### config.mk
export PLATFORM = sky130hd
export DESIGN_NAME = dds_multimode_generator
export DESIGN_NICKNAME = d
export VERILOG_FILES = /design/src/rtl/dds_pkg.sv /design/src/rtl/dds_multimode_generator_rom.sv /design/src/rtl/dds_multimode_generator.sv
export SDC_FILE = /design/constraint.sdc
export NUM_CORES = 1
export LEC_CHECK = 0
export CORE_ASPECT_RATIO = 0.5
export CORE_MARGIN = 3
export CORE_UTILIZATION = 50
export DETAILED_ROUTE_END_ITERATION = 10
export PLACE_DENSITY = 0.69
export REMOVE_ABC_BUFFERS = 1
export SYNTH_ARGS = -nofsm -noshare
export SYNTH_HDL_FRONTEND = slang
export SYNTH_SLANG_ARGS = --single-unit
export TNS_END_PERCENT = 50
### constraint.sdc
create_clock -name clock_i -period 10.3 [get_ports clock_i]
set_input_delay 2.06 -clock clock_i [delete_from_list [all_inputs] [get_ports clock_i]]
set_output_delay 2.06 -clock clock_i [all_outputs]
set_load 0.02 [all_outputs]
### src/rtl/dds_pkg.sv
// Shared definitions for the multimode DDS: waveform mode encodings,
// dither LFSR constants and the offset-binary midscale helper.
package dds_pkg;

    typedef enum logic [2:0] {
        MODE_SINE = 3'd0,
        MODE_COS  = 3'd1,
        MODE_TRI  = 3'd2,
        MODE_SQR  = 3'd3,
        MODE_SAW  = 3'd4
    } dds_mode_e;

    localparam logic [15:0] LFSR_SEED = 16'hACE1;
    // Taps 16,14,13,11 expressed as bit positions 15,13,12,10
    localparam logic [15:0] LFSR_TAPS = 16'hB400;

    function automatic logic [31:0] midscale(input int unsigned amp_width);
        return 32'd1 << (amp_width - 1);
    endfunction

endpackage

### src/rtl/dds_multimode_generator_rom.sv
// Quarter-wave sine table with a registered read port; contents are
// computed at elaboration from the phase and amplitude widths.
module quarter_sine_rom #(
    parameter int unsigned PHASE_WIDTH = 10,
    parameter int unsigned AMP_WIDTH   = 10
) (
    input  logic                   clock_i,
    input  logic                   reset_ni,
    input  logic [PHASE_WIDTH-3:0] addr_i,
    output logic [AMP_WIDTH-2:0]   data_o
);

    localparam int DEPTH = 2 ** (PHASE_WIDTH - 2);
    localparam int W     = AMP_WIDTH - 1;

    function automatic logic [W-1:0] rom_entry(input int idx);
        real amp;
        real x;
        amp = real'((32'd1 << W) - 32'd1);
        x   = amp * $sin(3.14159265358979323846 / 2.0 * (real'(idx) + 0.5) / real'(DEPTH));
        return W'($rtoi(x + 0.5));
    endfunction

    logic [W-1:0] table_w [DEPTH];
    logic [W-1:0] data_q;

    for (genvar g = 0; g < DEPTH; g++) begin : g_rom
        assign table_w[g] = rom_entry(g);
    end

    always_ff @(posedge clock_i or negedge reset_ni) begin
        if (!reset_ni) data_q <= '0;
        else           data_q <= table_w[addr_i];
    end

    assign data_o = data_q;

endmodule

### src/rtl/dds_multimode_generator.sv
// Multimode DDS: phase accumulator with handshaked FTW/POW/mode updates and a
// 3-stage waveform pipeline. Define DDS_PHASE_DITHER_EN to add LFSR phase dither.
module dds_multimode_generator
    import dds_pkg::*;
#(
    parameter int unsigned ACC_WIDTH   = 24,
    parameter int unsigned PHASE_WIDTH = 10,
    parameter int unsigned AMP_WIDTH   = 10
) (
    input  logic                   clock_i,
    input  logic                   reset_ni,
    input  logic                   enable_i,
    input  logic                   cfg_valid_i,
    output logic                   cfg_ready_o,
    input  logic [ACC_WIDTH-1:0]   cfg_ftw_i,
    input  logic [PHASE_WIDTH-1:0] cfg_pow_i,
    input  logic [2:0]             cfg_mode_i,
    input  logic                   cfg_sync_i,
    input  logic                   cfg_clr_i,
    output logic [PHASE_WIDTH-1:0] phase_o,
    output logic                   wrap_o,
    output logic [AMP_WIDTH-1:0]   data_out_o,
    output logic                   data_valid_o
);

    localparam int unsigned P = PHASE_WIDTH;
    localparam int unsigned A = AMP_WIDTH;
    localparam logic [A-1:0] MID     = A'(midscale(A));
    localparam logic [A-1:0] MID_M1  = A'(midscale(A) - 32'd1);
    localparam logic [P-1:0] QUARTER = {2'b01, {(P-2){1'b0}}};

    logic [ACC_WIDTH-1:0] acc_q, acc_d, ftw_q, ftw_d, sh_ftw_q, sh_ftw_d, sum;
    logic [P-1:0]         pow_q, pow_d, sh_pow_q, sh_pow_d, phase_q, phase_d;
    logic [2:0]           mode_q, mode_d, sh_mode_q, sh_mode_d;
    logic                 wrap_q, wrap_d, pend_q, pend_d, sh_clr_q, sh_clr_d;
    logic                 carry, en0_q;

    assign cfg_ready_o = ~pend_q;

    always_comb begin
        {carry, sum} = {1'b0, acc_q} + {1'b0, ftw_q};
        acc_d     = enable_i ? sum : acc_q;
        wrap_d    = enable_i & carry;
        ftw_d     = ftw_q;
        pow_d     = pow_q;
        mode_d    = mode_q;
        pend_d    = pend_q;
        sh_ftw_d  = sh_ftw_q;
        sh_pow_d  = sh_pow_q;
        sh_mode_d = sh_mode_q;
        sh_clr_d  = sh_clr_q;
        if (cfg_valid_i && cfg_ready_o) begin
            sh_ftw_d  = cfg_ftw_i;
            sh_pow_d  = cfg_pow_i;
            sh_mode_d = cfg_mode_i;
            sh_clr_d  = cfg_clr_i;
            if (cfg_sync_i) begin
                pend_d = 1'b1;
            end else begin
                ftw_d  = cfg_ftw_i;
                pow_d  = cfg_pow_i;
                mode_d = cfg_mode_i;
                if (cfg_clr_i) begin
                    acc_d  = '0;
                    wrap_d = 1'b0;
                end
            end
        end else if (pend_q && wrap_d) begin
            // Sum above already used the old FTW; new settings take effect from here on
            ftw_d  = sh_ftw_q;
            pow_d  = sh_pow_q;
            mode_d = sh_mode_q;
            pend_d = 1'b0;
            if (sh_clr_q) begin
                acc_d  = '0;
                wrap_d = 1'b0;
            end
        end
    end

`ifdef DDS_PHASE_DITHER_EN
    logic [15:0]          lfsr_q, lfsr_d;
    logic [ACC_WIDTH-1:0] dith, acc_dith;

    always_comb begin
        dith = '0;
        for (int unsigned b = 0; b < 16; b++) begin
            if (b < ACC_WIDTH - P && b < ACC_WIDTH) dith[b] = lfsr_q[b];
        end
        acc_dith = acc_d + dith;
        phase_d  = acc_dith[ACC_WIDTH-1 -: P] + pow_d;
        lfsr_d   = enable_i ? {lfsr_q[14:0], ^(lfsr_q & LFSR_TAPS)} : lfsr_q;
    end

    always_ff @(posedge clock_i or negedge reset_ni) begin
        if (!reset_ni) lfsr_q <= LFSR_SEED;
        else           lfsr_q <= lfsr_d;
    end
`else
    always_comb begin
        phase_d = acc_d[ACC_WIDTH-1 -: P] + pow_d;
    end
`endif

    always_ff @(posedge clock_i or negedge reset_ni) begin
        if (!reset_ni) begin
            acc_q     <= '0;
            ftw_q     <= '0;
            pow_q     <= '0;
            mode_q    <= '0;
            phase_q   <= '0;
            wrap_q    <= 1'b0;
            pend_q    <= 1'b0;
            sh_ftw_q  <= '0;
            sh_pow_q  <= '0;
            sh_mode_q <= '0;
            sh_clr_q  <= 1'b0;
            en0_q     <= 1'b0;
        end else begin
            acc_q     <= acc_d;
            ftw_q     <= ftw_d;
            pow_q     <= pow_d;
            mode_q    <= mode_d;
            phase_q   <= phase_d;
            wrap_q    <= wrap_d;
            pend_q    <= pend_d;
            sh_ftw_q  <= sh_ftw_d;
            sh_pow_q  <= sh_pow_d;
            sh_mode_q <= sh_mode_d;
            sh_clr_q  <= sh_clr_d;
            en0_q     <= enable_i;
        end
    end

    assign phase_o = phase_q;
    assign wrap_o  = wrap_q;

    logic [P-1:0]   p1_q, p2_q, pe;
    logic [2:0]     mode1_q, mode2_q;
    logic           v1_q, v2_q, v3_q, neg2_q;
    logic [P-3:0]   addr;
    logic [A-2:0]   rom_data;
    logic [A-1:0]   rom_ext, wave, data_q;
    logic [P-1:0]   tri_p;
    logic [P+A-1:0] tri_w, saw_w;

    // Cosine reuses the sine path with the phase advanced by a quarter turn
    always_comb begin
        pe   = p1_q + ((mode1_q == MODE_COS) ? QUARTER : '0);
        addr = pe[P-2] ? ~pe[P-3:0] : pe[P-3:0];
    end

    quarter_sine_rom #(
        .PHASE_WIDTH(P),
        .AMP_WIDTH  (A)
    ) u_rom (
        .clock_i (clock_i),
        .reset_ni(reset_ni),
        .addr_i  (addr),
        .data_o  (rom_data)
    );

    always_comb begin
        rom_ext = {1'b0, rom_data};
        tri_p   = p2_q[P-1] ? ~{p2_q[P-2:0], 1'b0} : {p2_q[P-2:0], 1'b0};
        tri_w   = {tri_p, {A{1'b0}}};
        saw_w   = {p2_q, {A{1'b0}}};
        case (mode2_q)
            MODE_SINE, MODE_COS: wave = neg2_q ? (MID_M1 - rom_ext) : (MID + rom_ext);
            MODE_TRI:            wave = tri_w[P+A-1 -: A];
            MODE_SQR:            wave = p2_q[P-1] ? '0 : '1;
            MODE_SAW:            wave = saw_w[P+A-1 -: A];
            default:             wave = MID;
        endcase
    end

    always_ff @(posedge clock_i or negedge reset_ni) begin
        if (!reset_ni) begin
            p1_q    <= '0;
            mode1_q <= '0;
            v1_q    <= 1'b0;
            p2_q    <= '0;
            mode2_q <= '0;
            neg2_q  <= 1'b0;
            v2_q    <= 1'b0;
            data_q  <= MID;
            v3_q    <= 1'b0;
        end else begin
            p1_q    <= phase_q;
            mode1_q <= mode_q;
            v1_q    <= en0_q;
            p2_q    <= p1_q;
            mode2_q <= mode1_q;
            neg2_q  <= pe[P-1];
            v2_q    <= v1_q;
            data_q  <= wave;
            v3_q    <= v2_q;
        end
    end

    assign data_out_o   = data_q;
    assign data_valid_o = v3_q;

endmodule

==> impl_metrics.prom <==
# TYPE chip_impl_metric gauge
chip_impl_metric{name="synth_compound_gate_area_share",unit="%"} 23.74
chip_impl_metric{name="global_route.overflow_total",unit=""} 0
chip_impl_metric{name="overall_routing_resource_usage",unit="%"} 23.57
chip_impl_metric{name="post_synth.cell_area_avg",unit="um^2"} 9.299
chip_impl_metric{name="cts_buffer_depth",unit=""} 2
chip_impl_metric{name="numClockSinks",unit=""} 161
chip_impl_metric{name="fmax",unit="GHz"} 0.1759
chip_impl_metric{name="worst_skew_pair.late_latency",unit="ps"} 420
chip_impl_metric{name="routed-via-count",unit=""} 8533
chip_impl_metric{name="synthMuxAreaShare",unit="%"} 9.331
chip_impl_metric{name="placeableCoreArea",unit="um^2"} 19050
chip_impl_metric{name="post_synth_instance_area",unit="um^2"} 10040
chip_impl_metric{name="worst-endpoint-arrival",unit="ps"} 6030
chip_impl_info{name="grt_setup_unrepaired",value="false"} 1
chip_impl_metric{name="grt_antenna_before_repair",unit=""} 0
chip_impl_metric{name="post_route_cells_drive_above_1_share",unit="%"} 12.11
chip_impl_info{name="worstSetupPathType",value="primary input to flop"} 1
chip_impl_metric{name="cts.htree.levels",unit=""} 4
chip_impl_metric{name="synth-seq-area-share",unit="%"} 40.13
chip_impl_metric{name="via_per_inst",unit=""} 6.210
chip_impl_metric{name="first_global_vias",unit=""} 8213
chip_impl_metric{name="finalCriticalPeriod",unit="ps"} 5684
chip_impl_metric{name="ffs_latches_synth",unit=""} 161
chip_impl_metric{name="postSynth.asyncResetShare",unit="%"} 100.0
chip_impl_info{name="layout.cells.most_common_list",value="dfrtp_1 (160), nor2_1 (100), a21oi_1 (85), o21ai_0 (85), nand2_1 (74)"} 1
chip_impl_metric{name="dieWidth",unit="um"} 206.4
chip_impl_metric{name="synth_xor_xnor_area_share",unit="%"} 5.668
chip_impl_metric{name="finalSetupViolations",unit=""} 0
chip_impl_metric{name="area_growth",unit="%"} 14.60
chip_impl_metric{name="post_synth_and_or_nand_nor_area_fraction",unit="%"} 11.12
chip_impl_metric{name="final_layout_fill_cell_count",unit=""} 1618
chip_impl_info{name="main_combinational_cell_family_by_area_after_synthesis",value="compound AO/OA/AOI/OAI gates"} 1
chip_impl_metric{name="worstMarginPinSlew",unit="ps"} 1107
chip_impl_metric{name="dr.pass1.iters",unit=""} 5
chip_impl_metric{name="max_slew_margin",unit="%"} 25.95
chip_impl_metric{name="synth_fa_ha_area_share",unit="%"} 6.104
chip_impl_metric{name="cts-hold-fix-buffers",unit=""} 0
chip_impl_metric{name="fin_crit_sh",unit="%"} 55.18
chip_impl_metric{name="synthesis.instances",unit=""} 1080
chip_impl_metric{name="grt.met2_usage",unit="%"} 38.12
chip_impl_metric{name="drc_errors",unit=""} 0
chip_impl_metric{name="drt_first_iter_violations",unit=""} 639
chip_impl_metric{name="die_area",unit="um^2"} 21930
chip_impl_metric{name="timing.final.hold_violations",unit=""} 0
chip_impl_metric{name="global_route_wire_length_before_repair",unit="um"} 42120
chip_impl_metric{name="routed_wl",unit="um"} 24870
chip_impl_info{name="run_status",value="complete, no violations"} 1
chip_impl_metric{name="synth-edff-count",unit=""} 0
chip_impl_metric{name="antenna_violating_nets_post_route",unit=""} 0
chip_impl_metric{name="drt-wirelength-per-cell",unit="um"} 18.10
chip_impl_metric{name="clkTransAtPathRegs",unit="ps"} 70
chip_impl_metric{name="place_hpwl",unit="um"} 16460
chip_impl_metric{name="num_io_pins",unit=""} 66
chip_impl_metric{name="place.gp.congestion",unit=""} 0.9136
chip_impl_metric{name="cts_post_setup_buffers_inserted",unit=""} 0
chip_impl_metric{name="place.port_buffers",unit=""} 65
chip_impl_info{name="cts_root_buf",value="clkbuf_16"} 1
chip_impl_info{name="hold_class",value="flop to flop"} 1
chip_impl_metric{name="layout.nets",unit=""} 1191
chip_impl_metric{name="critical_path.max_fanout",unit=""} 34
chip_impl_metric{name="fp.dieH",unit="um"} 106.2
chip_impl_metric{name="timing.critical_path.required",unit="ps"} 10640
chip_impl_metric{name="clock_skew_after_layout",unit="ps"} 9.619
chip_impl_metric{name="row_count",unit=""} 35
chip_impl_info{name="globalRoute.busiestLayer",value="met2"} 1
chip_impl_metric{name="synth.lib_cells_used.distinct",unit=""} 69
chip_impl_metric{name="global_route.usage.met1",unit="%"} 32.97
chip_impl_metric{name="floorplan.initialDensity",unit="%"} 52.72
chip_impl_info{name="yosys_most_used_dff",value="dfrtp_1"} 1
chip_impl_info{name="nature_of_the_critical_path_startpoint",value="primary input"} 1
chip_impl_info{name="critical_path.endpoint_type",value="flop"} 1
chip_impl_metric{name="numCtsBuffers",unit=""} 17
chip_impl_metric{name="ctsResizeCount",unit=""} 0
chip_impl_metric{name="grt_start_max_net_pins",unit=""} 86
chip_impl_metric{name="holdWs",unit="ps"} 349.7
chip_impl_info{name="cts_tree",value="yes"} 1
chip_impl_metric{name="finalMaxSlewViolations",unit=""} 0
chip_impl_metric{name="setup_total_negative_slack",unit="ps"} 0
chip_impl_metric{name="total_number_of_yosys_warnings",unit=""} 0
chip_impl_metric{name="groute.layer.met3.usage",unit="%"} 3.854
chip_impl_metric{name="timing.max_cap.violations",unit=""} 0
chip_impl_metric{name="insertedDiodeCount",unit=""} 0
chip_impl_info{name="final_common_cell",value="dfrtp_1"} 1
registers in the layout, indices dropped and copies added (netlist names), 3 cells and up:
register and cells:
sh_pow_q 10, sh_mode_q 3, mode1_q 3, acc_q 24, data_out_o 10, pow_q 10, mode2_q 3, u_rom.data_o 9
phase_o 10, ftw_q 24, sh_ftw_q 24, p2_q 10, mode_q 3, p1_q 10
final cells by class:
| cell class | count | area [um^2] | area share [%] |
|---|---|---|---|
| Timing Repair Buffer | 85 | 802.0 | 6.968 |
| Clock buffer | 17 | 425.4 | 3.696 |
| Inverter | 22 | 82.58 | 0.7175 |
| Sequential cell | 161 | 4030 | 35.01 |
| Clock inverter | 15 | 187.7 | 1.631 |
| Multi-Input combinational cell | 815 | 5658 | 49.16 |
| Tap cell | 259 | 324.1 | 2.816 |
cells in the mapped netlist, drive strengths merged (10+ instances only):
| cell type | count | area share, % |
|---|---|---|
| o211ai | 13 | 0.97 |
| ha | 44 | 5.5 |
| buf | 16 | 0.60 |
| xor2 | 31 | 2.7 |
| clkbuf | 66 | 2.5 |
| dfrtp | 160 | 40 |
| a22oi | 12 | 0.90 |
| nand3 | 14 | 0.70 |
| xnor2 | 34 | 3.0 |
| o221ai | 10 | 0.87 |
| a31oi | 20 | 1.2 |
| a21oi | 85 | 4.2 |
| mux2 | 66 | 7.4 |
| o21ai | 87 | 4.4 |
| a211oi | 21 | 1.6 |
| inv | 21 | 0.78 |
| o22ai | 21 | 1.3 |
| nand2b | 10 | 0.62 |
| nand2 | 74 | 2.8 |
| mux2i | 19 | 1.9 |
| a221oi | 11 | 0.96 |
| nor3 | 18 | 0.90 |
| a21o | 19 | 1.4 |
| nor2 | 101 | 3.8 |
per-stage QoR:
step	instances	util (%)	area [um^2]	setup WS (ps)
final	1374	60.42	11510	4616
after global routing	1374	60.42	11510	4300
after CTS	1374	60.42	11510	4607
after detailed placement	1342	57.20	10900	4169
after global placement	1342	57.20	10900	4267
after floorplan	998	-	9734	3070
worst paths after layout:
check | from | endpoint | slack (ps) | depth (start not counted)
max in group asynchronous | reset_ni | data_out_o[8]$_DFF_PN0_ | 7190 | 2
setup / recovery | enable_i | phase_o[9]$_DFF_PN0_ | 4620 | 14
hold reg to reg | v1_q$_DFF_PN0_ | v2_q$_DFF_PN0_ | 350 | 0
hold / removal | v1_q$_DFF_PN0_ | v2_q$_DFF_PN0_ | 350 | 0
min in group asynchronous | reset_ni | sh_ftw_q[2]$_DFFE_PN0P_ | 1690 | 1
setup reg to reg | acc_q[0]$_DFF_PN0_ | phase_o[8]$_DFF_PN0_ | 5290 | 18
cell families (layout without fill, tap and decap cells):
kind of cell / count (synthesis) / in the layout
muxes: 85 / 85
DFF: 161 / 161
adders and majority gates: 48 / 48
and+or+nand+nor: 253 / 253
AOI/OAI and AO/OA: 364 / 364
xor gates and xnor gates: 65 / 65
buffers and inverters: 104 / 139
per-layer routing:
layer	share of wire, %	vias up
met1	46	4173
met3	5.5	34
met5	0	-
met4	1.3	0
met2	48	298
li1	-	4028
worst max-delay path, stage by stage:
cell and delay, ps:
clkdlybuf4s50_1 450, buf_4 360, inv_1 330, a211o_1 530, nand2_1 160, buf_4 430, nor2_1 70, nor2_1 150
ha_1 280, a21o_1 200, maj3_2 320, o31a_1 320, a31oi_1 210, xnor2_1 140
Power is left out: the tool's default activity adds up to more than one toggle a clock period on the data nets, which glitch-free logic cannot reach.
